**src/rtl/clock_pkg.sv**
```systemverilog
// Shared types and BCD helpers for the multi-channel time-of-day core.
package clock_pkg;

    localparam int unsigned BCD_W       = 4;
    localparam int unsigned MAX_HOUR    = 23;
    localparam int unsigned MAX_MIN_SEC = 59;

    typedef enum logic [1:0] {
        RUN   = 2'd0,
        SET_H = 2'd1,
        SET_M = 2'd2,
        SET_S = 2'd3
    } edit_state_e;

    typedef logic [BCD_W-1:0] bcd_t;

    typedef struct packed {
        bcd_t h10;
        bcd_t h1;
        bcd_t m10;
        bcd_t m1;
        bcd_t s10;
        bcd_t s1;
    } hms_t;

    function automatic logic [2*BCD_W-1:0] to_bcd2(input int unsigned n);
        return {BCD_W'(n / 10), BCD_W'(n % 10)};
    endfunction

    // Two-digit BCD increment that wraps to 00 after max_n.
    function automatic logic [2*BCD_W-1:0] bcd2_inc(input logic [2*BCD_W-1:0] v,
                                                    input int unsigned max_n);
        logic [2*BCD_W-1:0] r;
        if (v == to_bcd2(max_n)) begin
            r = '0;
        end else if (v[BCD_W-1:0] == BCD_W'(9)) begin
            r = {v[2*BCD_W-1:BCD_W] + BCD_W'(1), BCD_W'(0)};
        end else begin
            r = {v[2*BCD_W-1:BCD_W], v[BCD_W-1:0] + BCD_W'(1)};
        end
        return r;
    endfunction

endpackage

```
**src/rtl/hms_counter.sv**
```systemverilog
// One hh:mm:ss BCD channel: ticks with carry, or single-field edits without carry.
module hms_counter
    import clock_pkg::*;
(
    input  logic clk,
    input  logic rst,
    input  logic tick_en,
    input  logic inc_h,
    input  logic inc_m,
    input  logic inc_s,
    output hms_t hms,
    output logic wrap
);

    hms_t hms_q, hms_d;
    logic wrap_q, wrap_d;
    logic [2*BCD_W-1:0] hh, mm, ss;
    logic h_max, m_max, s_max;

    always_comb begin
        hh     = {hms_q.h10, hms_q.h1};
        mm     = {hms_q.m10, hms_q.m1};
        ss     = {hms_q.s10, hms_q.s1};
        h_max  = (hh == to_bcd2(MAX_HOUR));
        m_max  = (mm == to_bcd2(MAX_MIN_SEC));
        s_max  = (ss == to_bcd2(MAX_MIN_SEC));
        hms_d  = hms_q;
        wrap_d = 1'b0;
        if (inc_h) begin
            {hms_d.h10, hms_d.h1} = bcd2_inc(hh, MAX_HOUR);
        end else if (inc_m) begin
            {hms_d.m10, hms_d.m1} = bcd2_inc(mm, MAX_MIN_SEC);
        end else if (inc_s) begin
            {hms_d.s10, hms_d.s1} = bcd2_inc(ss, MAX_MIN_SEC);
        end else if (tick_en) begin
            {hms_d.s10, hms_d.s1} = bcd2_inc(ss, MAX_MIN_SEC);
            if (s_max) begin
                {hms_d.m10, hms_d.m1} = bcd2_inc(mm, MAX_MIN_SEC);
            end
            if (s_max && m_max) begin
                {hms_d.h10, hms_d.h1} = bcd2_inc(hh, MAX_HOUR);
            end
            wrap_d = s_max && m_max && h_max;
        end
    end

    always_ff @(posedge clk or posedge rst) begin
        if (rst) begin
            hms_q  <= '0;
            wrap_q <= 1'b0;
        end else begin
            hms_q  <= hms_d;
            wrap_q <= wrap_d;
        end
    end

    assign hms  = hms_q;
    assign wrap = wrap_q;

endmodule

```
**src/rtl/multi_clock_core.sv**
```systemverilog
// N-channel time-of-day core: shared 1 Hz divider, channel select, edit FSM and
// registered display outputs for the selected channel.
module multi_clock_core
    import clock_pkg::*;
#(
    parameter int unsigned NUM_CLK = 2,
    parameter int unsigned CLK_HZ  = 50_000_000,
    parameter int unsigned SEL_W   = (NUM_CLK > 1) ? $clog2(NUM_CLK) : 1
) (
    input  logic               clk,
    input  logic               rst,
    input  logic               mode,
    input  logic               add,
    input  logic               nextP,
    output logic [SEL_W-1:0]   sel,
    output logic [23:0]        time_bcd,
    output logic               second,
    output logic               minute,
    output logic               hour,
    output logic               editing,
    output logic [NUM_CLK-1:0] day_wrap
);

    localparam int unsigned CNT_W = (CLK_HZ > 1) ? $clog2(CLK_HZ) : 1;

    logic [CNT_W-1:0]   cnt_q, cnt_d;
    logic [SEL_W-1:0]   sel_q, sel_d;
    edit_state_e        state_q, state_d;
    logic               tick_c, editing_c;
    logic               edit_h, edit_m, edit_s;
    logic [NUM_CLK-1:0] chan_tick, chan_inc_h, chan_inc_m, chan_inc_s, wrap_vec;
    hms_t               hms_arr [NUM_CLK];
    hms_t               sel_hms;

    logic [SEL_W-1:0]   sel_out_q, sel_out_d;
    hms_t               time_q, time_d;
    logic               second_q, second_d, minute_q, minute_d, hour_q, hour_d;
    logic               editing_q, editing_d;
    logic [NUM_CLK-1:0] day_wrap_q, day_wrap_d;

    assign tick_c    = (cnt_q == CNT_W'(CLK_HZ - 1));
    assign editing_c = (state_q != RUN);

    // Divider, channel select and edit FSM; mode beats nextP beats add.
    always_comb begin
        cnt_d   = tick_c ? '0 : cnt_q + CNT_W'(1);
        sel_d   = sel_q;
        state_d = state_q;
        edit_h  = 1'b0;
        edit_m  = 1'b0;
        edit_s  = 1'b0;
        if (mode) begin
            sel_d   = (sel_q == SEL_W'(NUM_CLK - 1)) ? '0 : sel_q + SEL_W'(1);
            state_d = RUN;
        end else if (nextP) begin
            case (state_q)
                RUN:     state_d = SET_H;
                SET_H:   state_d = SET_M;
                SET_M:   state_d = SET_S;
                default: state_d = RUN;
            endcase
        end else if (add) begin
            edit_h = (state_q == SET_H);
            edit_m = (state_q == SET_M);
            edit_s = (state_q == SET_S);
        end
    end

    // The selected channel is frozen while being edited; its ticks are dropped.
    always_comb begin
        chan_tick  = '0;
        chan_inc_h = '0;
        chan_inc_m = '0;
        chan_inc_s = '0;
        for (int unsigned i = 0; i < NUM_CLK; i++) begin
            chan_tick[i]  = tick_c && !(editing_c && (SEL_W'(i) == sel_q));
            chan_inc_h[i] = edit_h && (SEL_W'(i) == sel_q);
            chan_inc_m[i] = edit_m && (SEL_W'(i) == sel_q);
            chan_inc_s[i] = edit_s && (SEL_W'(i) == sel_q);
        end
    end

    for (genvar g = 0; g < NUM_CLK; g++) begin : g_chan
        hms_counter u_hms (
            .clk     (clk),
            .rst     (rst),
            .tick_en (chan_tick[g]),
            .inc_h   (chan_inc_h[g]),
            .inc_m   (chan_inc_m[g]),
            .inc_s   (chan_inc_s[g]),
            .hms     (hms_arr[g]),
            .wrap    (wrap_vec[g])
        );
    end

    always_comb begin
        sel_hms = '0;
        for (int unsigned i = 0; i < NUM_CLK; i++) begin
            if (SEL_W'(i) == sel_q) begin
                sel_hms = hms_arr[i];
            end
        end
        sel_out_d  = sel_q;
        time_d     = sel_hms;
        editing_d  = editing_c;
        day_wrap_d = wrap_vec;
        second_d   = 1'b0;
        minute_d   = 1'b0;
        hour_d     = 1'b0;
        case (state_q)
            RUN:     second_d = sel_hms.s1[0];
            SET_H:   hour_d   = 1'b1;
            SET_M:   minute_d = 1'b1;
            default: second_d = 1'b1;
        endcase
    end

    always_ff @(posedge clk or posedge rst) begin
        if (rst) begin
            cnt_q      <= '0;
            sel_q      <= '0;
            state_q    <= RUN;
            sel_out_q  <= '0;
            time_q     <= '0;
            second_q   <= 1'b0;
            minute_q   <= 1'b0;
            hour_q     <= 1'b0;
            editing_q  <= 1'b0;
            day_wrap_q <= '0;
        end else begin
            cnt_q      <= cnt_d;
            sel_q      <= sel_d;
            state_q    <= state_d;
            sel_out_q  <= sel_out_d;
            time_q     <= time_d;
            second_q   <= second_d;
            minute_q   <= minute_d;
            hour_q     <= hour_d;
            editing_q  <= editing_d;
            day_wrap_q <= day_wrap_d;
        end
    end

    assign sel      = sel_out_q;
    assign time_bcd = time_q;
    assign second   = second_q;
    assign minute   = minute_q;
    assign hour     = hour_q;
    assign editing  = editing_q;
    assign day_wrap = day_wrap_q;

endmodule

```
**config.mk**
```make
export PLATFORM = sky130hd
export DESIGN_NAME = multi_clock_core
export DESIGN_NICKNAME = d
export VERILOG_FILES = /design/src/rtl/clock_pkg.sv /design/src/rtl/hms_counter.sv /design/src/rtl/multi_clock_core.sv
export SDC_FILE = /design/constraint.sdc
export NUM_CORES = 1
export LEC_CHECK = 0
export ABC_CLOCK_PERIOD_IN_PS = 4100
export BUFFER_PORTS_ARGS = -buffer_cell sky130_fd_sc_hd__clkbuf_2
export CAP_MARGIN = 20
export CORE_ASPECT_RATIO = 1.1
export CORE_UTILIZATION = 50
export DETAILED_ROUTE_END_ITERATION = 7
export GPL_TIMING_DRIVEN = 1
export MAX_ROUTING_LAYER = met4
export PLACE_DENSITY = 0.7
export SYNTH_ARGS = -nofsm -noshare
export SYNTH_HDL_FRONTEND = slang
export SYNTH_SLANG_ARGS = --single-unit
```
**constraint.sdc**
```tcl
create_clock -name clk -period 4.1 [get_ports clk]
set_clock_uncertainty 0.05 [all_clocks]
set_input_delay 0.205 -clock clk [delete_from_list [all_inputs] [get_ports clk]]
set_output_delay 0.205 -clock clk [all_outputs]
set_load 0.005 [all_outputs]
```
Word level (Yosys, flattened, before mapping)
Cells that the tools add are included.

Register bits after elaboration: 110. Output and inout bits: 31.

Add/subtract/negate cells: 14. Bitwise logic cells: 5. Eq/ne operators: 22. Muxes and demuxes: 54. Reduce and logical (&&, ||, !) cells: 36.

Operators with widths (number): 8-bit two-way mux (24); 24-bit two-way mux (3); 4-bit by 1-bit adder with 4-bit output (second input constant) (12); 8-bit by 7-bit equality test with 1-bit output (second input constant) (4); 16-bit two-way mux (2); 26-bit by 1-bit adder with 26-bit output (second input constant) (1); 26-bit equality test (second input constant) (1); 26-bit two-way mux (1); 4-bit equality test (second input constant) (6); 2-bit nonzero test (12); 1-bit two-way mux (20); 8-bit by 6-bit equality test with 1-bit output (second input constant) (2); 4-bit AND reduction (4); 1-bit logical AND (14); 2-bit by 1-bit inequality test with 1-bit output (second input constant) (6); 2-bit case mux with 3 select lines (1); 3-bit AND reduction (2); 1-bit inverter (5); 2-bit equality test (second input constant) (2); 2-bit two-way mux (2); 2-bit by 1-bit equality test with 1-bit output (second input constant) (1); 1-bit zero test (2); 2-bit zero test (1); 1-bit case mux with 2 select lines (1); 2 further kinds (2).

Longest topological paths before layout
Depth in word-level cells: 8. Mapped depth: 9. Gate-level depth less buffers: 8.

Hierarchy
From an unflattened synthesis, not the netlist that was laid out.

Cells, all modules: 505. Area, all modules: 5669.2 sq um.

Modules (own cells, without submodules): hms_counter (area an instance 1505.2 sq um, instances 2, sequential area each 625.6 sq um, cells each 140); multi_clock_core (area an instance 2658.8 sq um, instances 1, sequential area each 1501.4 sq um, cells each 225).

Worst setup path after synthesis
OpenSTA, ideal clock, no wires.

Path kind: register -> register. Start point: reg cnt_q[0]. End point: reg g_chan[1].u_hms.hms_q (netlist bit g_chan[1].u_hms.hms[3]). Slack: 1781 ps. Cell stages (with the launch flop): 9. Clock period less this slack: 2319 ps. Library setup time: 69 ps. Arrival: 2200 ps. Path through: dfrtp_1 -> ha_1 -> and3_1 -> nand4_1 -> or3_1 -> a21bo_1 -> buf_6 -> or4b_1 -> nand3_1.

Word-level cells in the longest chain between the ends: 4.

RTL lines: from (decl) (line multi_clock_core.sv:26) `logic [CNT_W-1:0] cnt_q, cnt_d;`; from (signal assigned) (line multi_clock_core.sv:131) `cnt_q <= cnt_d;`; 26-bit equality test (line multi_clock_core.sv:41) `assign tick_c = (cnt_q == CNT_W'(CLK_HZ - 1));`; 1-bit logical AND (line multi_clock_core.sv:76) `chan_tick[i] = tick_c && !(editing_c && (SEL_W'(i) == sel_q));`; 2-bit nonzero test (no line); 3-bit AND reduction (no line); to (signal assigned) (line hms_counter.sv:52) `hms_q <= hms_d;`; to (decl) (line hms_counter.sv:15) `hms_t hms_q, hms_d;`.

No other way between the ends. A chain may end at the register's enable or synchronous reset.

Final worst setup path
Start point: reg sel_q, in the netlist sel_out_d. End point: reg g_chan[0].u_hms.hms_q (netlist bit g_chan[0].u_hms.hms[18]).

Word-level cells in the longest chain between the ends: 6. Elaborated cells between the ends (all ways): 13. Those cells by class: eq/ne: 2; mux: 1; bitwise: 1; reduce/logical: 9.

RTL lines: from (decl) (line multi_clock_core.sv:27) `logic [SEL_W-1:0] sel_q, sel_d;`; from (signal assigned) (line multi_clock_core.sv:132) `sel_q <= sel_d;`; 1-bit inverter *; 1-bit logical AND (line multi_clock_core.sv:76); 1-bit zero test (line multi_clock_core.sv:76); 1-bit logical AND (line multi_clock_core.sv:76); 2-bit nonzero test (no line); 4-bit AND reduction (no line); to (signal assigned) (line hms_counter.sv:52); to (decl) (line hms_counter.sv:15).

Every way passes the cells marked *; elsewhere a longest branch is shown, timed or not.

==> impl_metrics.toml <==
[logic_synthesis]
synthesis.area_sq_mm = 0.005426
synth_ff_type = "dfrtp_1"
ys_ff_latch = 110
synth_nets = 557
syn_avg_cell_area_sq_um = 10.38
yosys_warnings = 0
async_flop_share = 1.000
yosysSeqAreaShare = 0.5073
synth_cell_types = 50
synthCells = 523
synth_edf_count = 0

[worst_hold_path]
hold_start = "mode"
min_path_type = "in -> reg"

[layout]
multiInputGateArea_sq_mm = 0.002526
antenna_cells = 0
final_util = 0.5835
area_growth_syn_to_layout_pct = 12.82
fillers = 878
drive_above_1_share = 0.1640
layout.nets = 597
design_area_sq_mm = 0.006122
final-seq-area_sq_mm = 0.002753

[cts]
holdBufCountCts = 0
cts_resized = 0
clockBufferDepth = 2
htreeDepth = 3
cts.root.buffer_cell = "clkbuf_16"
clock-sinks = 110
post-cts-setup-buffer-count = 0
clk_pin_slew_ns = 0.07
clk_latency_ns = 0.34
cts_made_buffers = 9
cts_tree = "built"

[route]
route.antenna.remaining_nets = 0
drt_iter0_markers = 194
wire_per_inst_um = 14.93
via_per_inst = 5.480
drc = 0
drt_wl_total_um = 10600
vias = 3891
dr.pass1.iters = 4

[worst_setup_path]
cp_max_fo = 14
start_kind = "register"
crit_start = "sel_out_d"
cp_data_required_time_ns = 4.27
worstSetupPathType = "reg -> reg"
worstPathArrival_ns = 3.11
reg2reg_depth = 6
worstReg2RegStart = "sel_out_d"
end_kind = "register"
crit_end = "g_chan[0].u_hms.hms[18]"
timing.reg2reg.setup_slack_ns = 1.16
rr_endpoint = "g_chan[0].u_hms.hms[18]"

[sta]
finalCriticalPeriod_ns = 2.939
min_period_over_period = 0.7168
tightestPinTransition_ns = 0.7699
finalSetupViolations = 0
finalHoldViolCount = 0
slew_headroom = 0.4833
timing.final.ws_setup_ns = 1.161
rsz0062_at_grt = "false"
final_max_slew_viol_count = 0
setup_tns_ns = 0
fmax_mhz = 340.2

[place]
portBuffers = 35
dpl.hpwl_um = 7504
place_congestion = 0.8410
dp_slack_ns = 1.211
placed_cell_area_sq_mm = 0.005756

[floorplanning]
fp.dieW_um = 101.3
core_sq_mm = 0.01049
die-area_sq_mm = 0.01127
placementRows = 39
start_util = 0.5172
num_io_pins = 36
die_h_um = 111.3

[pwr]
power.density_mw_per_mm2 = 477.0
p_leak_nw = 2.835
peakVddDrop_mv = 0.3166

[flow_run]
cap_violations = 0

[global_routing]
grt_pass1_wl_um = 18300
grt_pass1_vias = 3858
grt_max_degree = 81
grt_use_total = 0.2124
gr-total-overflow = 0
antenna_found_initial = 0

[outcome]
status = "completed"
==> how the worst min path moves through the flow <==
stage                  end  slack [ns]  cells after the start
2_1_floorplan   state_q[1]        0.22                      1
3_3_place_gp   day_wrap[1]        0.29                      0
3_5_place_dp   day_wrap[1]        0.29                      0
4_1_cts         state_q[0]        0.05                      2
5_1_grt         state_q[0]        0.06                      2
6_report        state_q[1]        0.06                      2
==> placed cells by master, fill, tap and decap left out, drive strengths merged, types with 6 or more instances in the layout <==
master / count
nand2b: 8
inv: 24
o21ai: 40
clkbuf: 47
nand4: 13
nor2: 50
and3: 12
xor2: 11
or3: 6
nor4b: 6
xnor2: 15
mux2: 29
nor3: 6
buf: 6
dfrtp: 110
a21oi: 6
nor2b: 7
nand2: 57
nand3: 29
ha: 29
==> cells by family after synthesis <==
kind of cell	count (synthesis)	synth area share
buf+inv	37	0.02836
xor+xnor	26	0.04196
mux	32	0.06571
simple gates	220	0.2110
compound gates	69	0.07886
fa+ha+maj	29	0.06687
flops	110	0.5073
==> routing by layer <==
metal | part of all wire | vias to the layer above | GRT usage
li1 | - | 1902 | -
met1 | 0.46 | 1915 | 0.2719
met2 | 0.49 | 62 | 0.3374
met3 | 0.035 | 12 | 0.04351
met4 | 0.012 | 0 | 0.06763
met5 | 0 | - | -
==> report_power, final <==
part | switching (mW) | internal (mW) | total (mW)
combinational | 0.324 | 0.268 | 0.592
clock | 0.366 | 0.566 | 0.932
sequential | 0.149 | 1.25 | 1.40
total | 0.839 | 2.08 | 2.92
==> final cells by class <==
class / instances / share of cell area
clock buffer: 12 / 0.04190
clock inverter: 3 / 0.01104
inverter: 24 / 0.01512
multi-input combinational: 376 / 0.4126
sequential: 110 / 0.4496
tap: 143 / 0.02923
timing repair buffer: 42 / 0.04047
==> state kept, by name, summed over array words and instances (netlist names) <==
name	flops
sel_out_d	1
second	1
g_chan.u_hms.wrap	2
sel	1
cnt_q	26
editing	1
time_bcd	24
day_wrap	2
state_q	2
hour	1
minute	1
g_chan.u_hms.hms	48
==> synth_stat cells, drive strengths merged (6+ instances only) <==
library cell,instances,area share
xnor2,15,0.024
nand2,57,0.039
nor2,50,0.035
ha,29,0.067
buf,10,0.0097
nor2b,7,0.0081
nor3,6,0.0055
xor2,11,0.018
and3,12,0.014
nand4,13,0.015
nand2b,8,0.0092
nand3,29,0.027
a21oi,6,0.0055
or3,6,0.0069
dfrtp,110,0.51
inv,24,0.017
mux2,29,0.060
nor4b,6,0.012
o21ai,40,0.037
==> metrics by stage <==
step	std cells	hold WS (ns)	total power, mW
2_1_floorplan	523	0.2214	1.781
3_3_place_gp	692	0.2865	1.983
3_5_place_dp	692	0.2896	2.003
4_1_cts	707	0.04670	2.944
5_1_grt	710	0.06426	3.100
6_report	710	0.06237	2.920
==> worst max-delay path, cell delays in order, from the launching register on <==
cell and delay [ns]:
dfrtp_1 0.64, nor4b_1 0.19, a2111oi_1 0.69, nand4_1 0.17
o21ai_1 0.60, nand2_1 0.16, mux2_2 0.31
(Power assumes the default switching activity.)
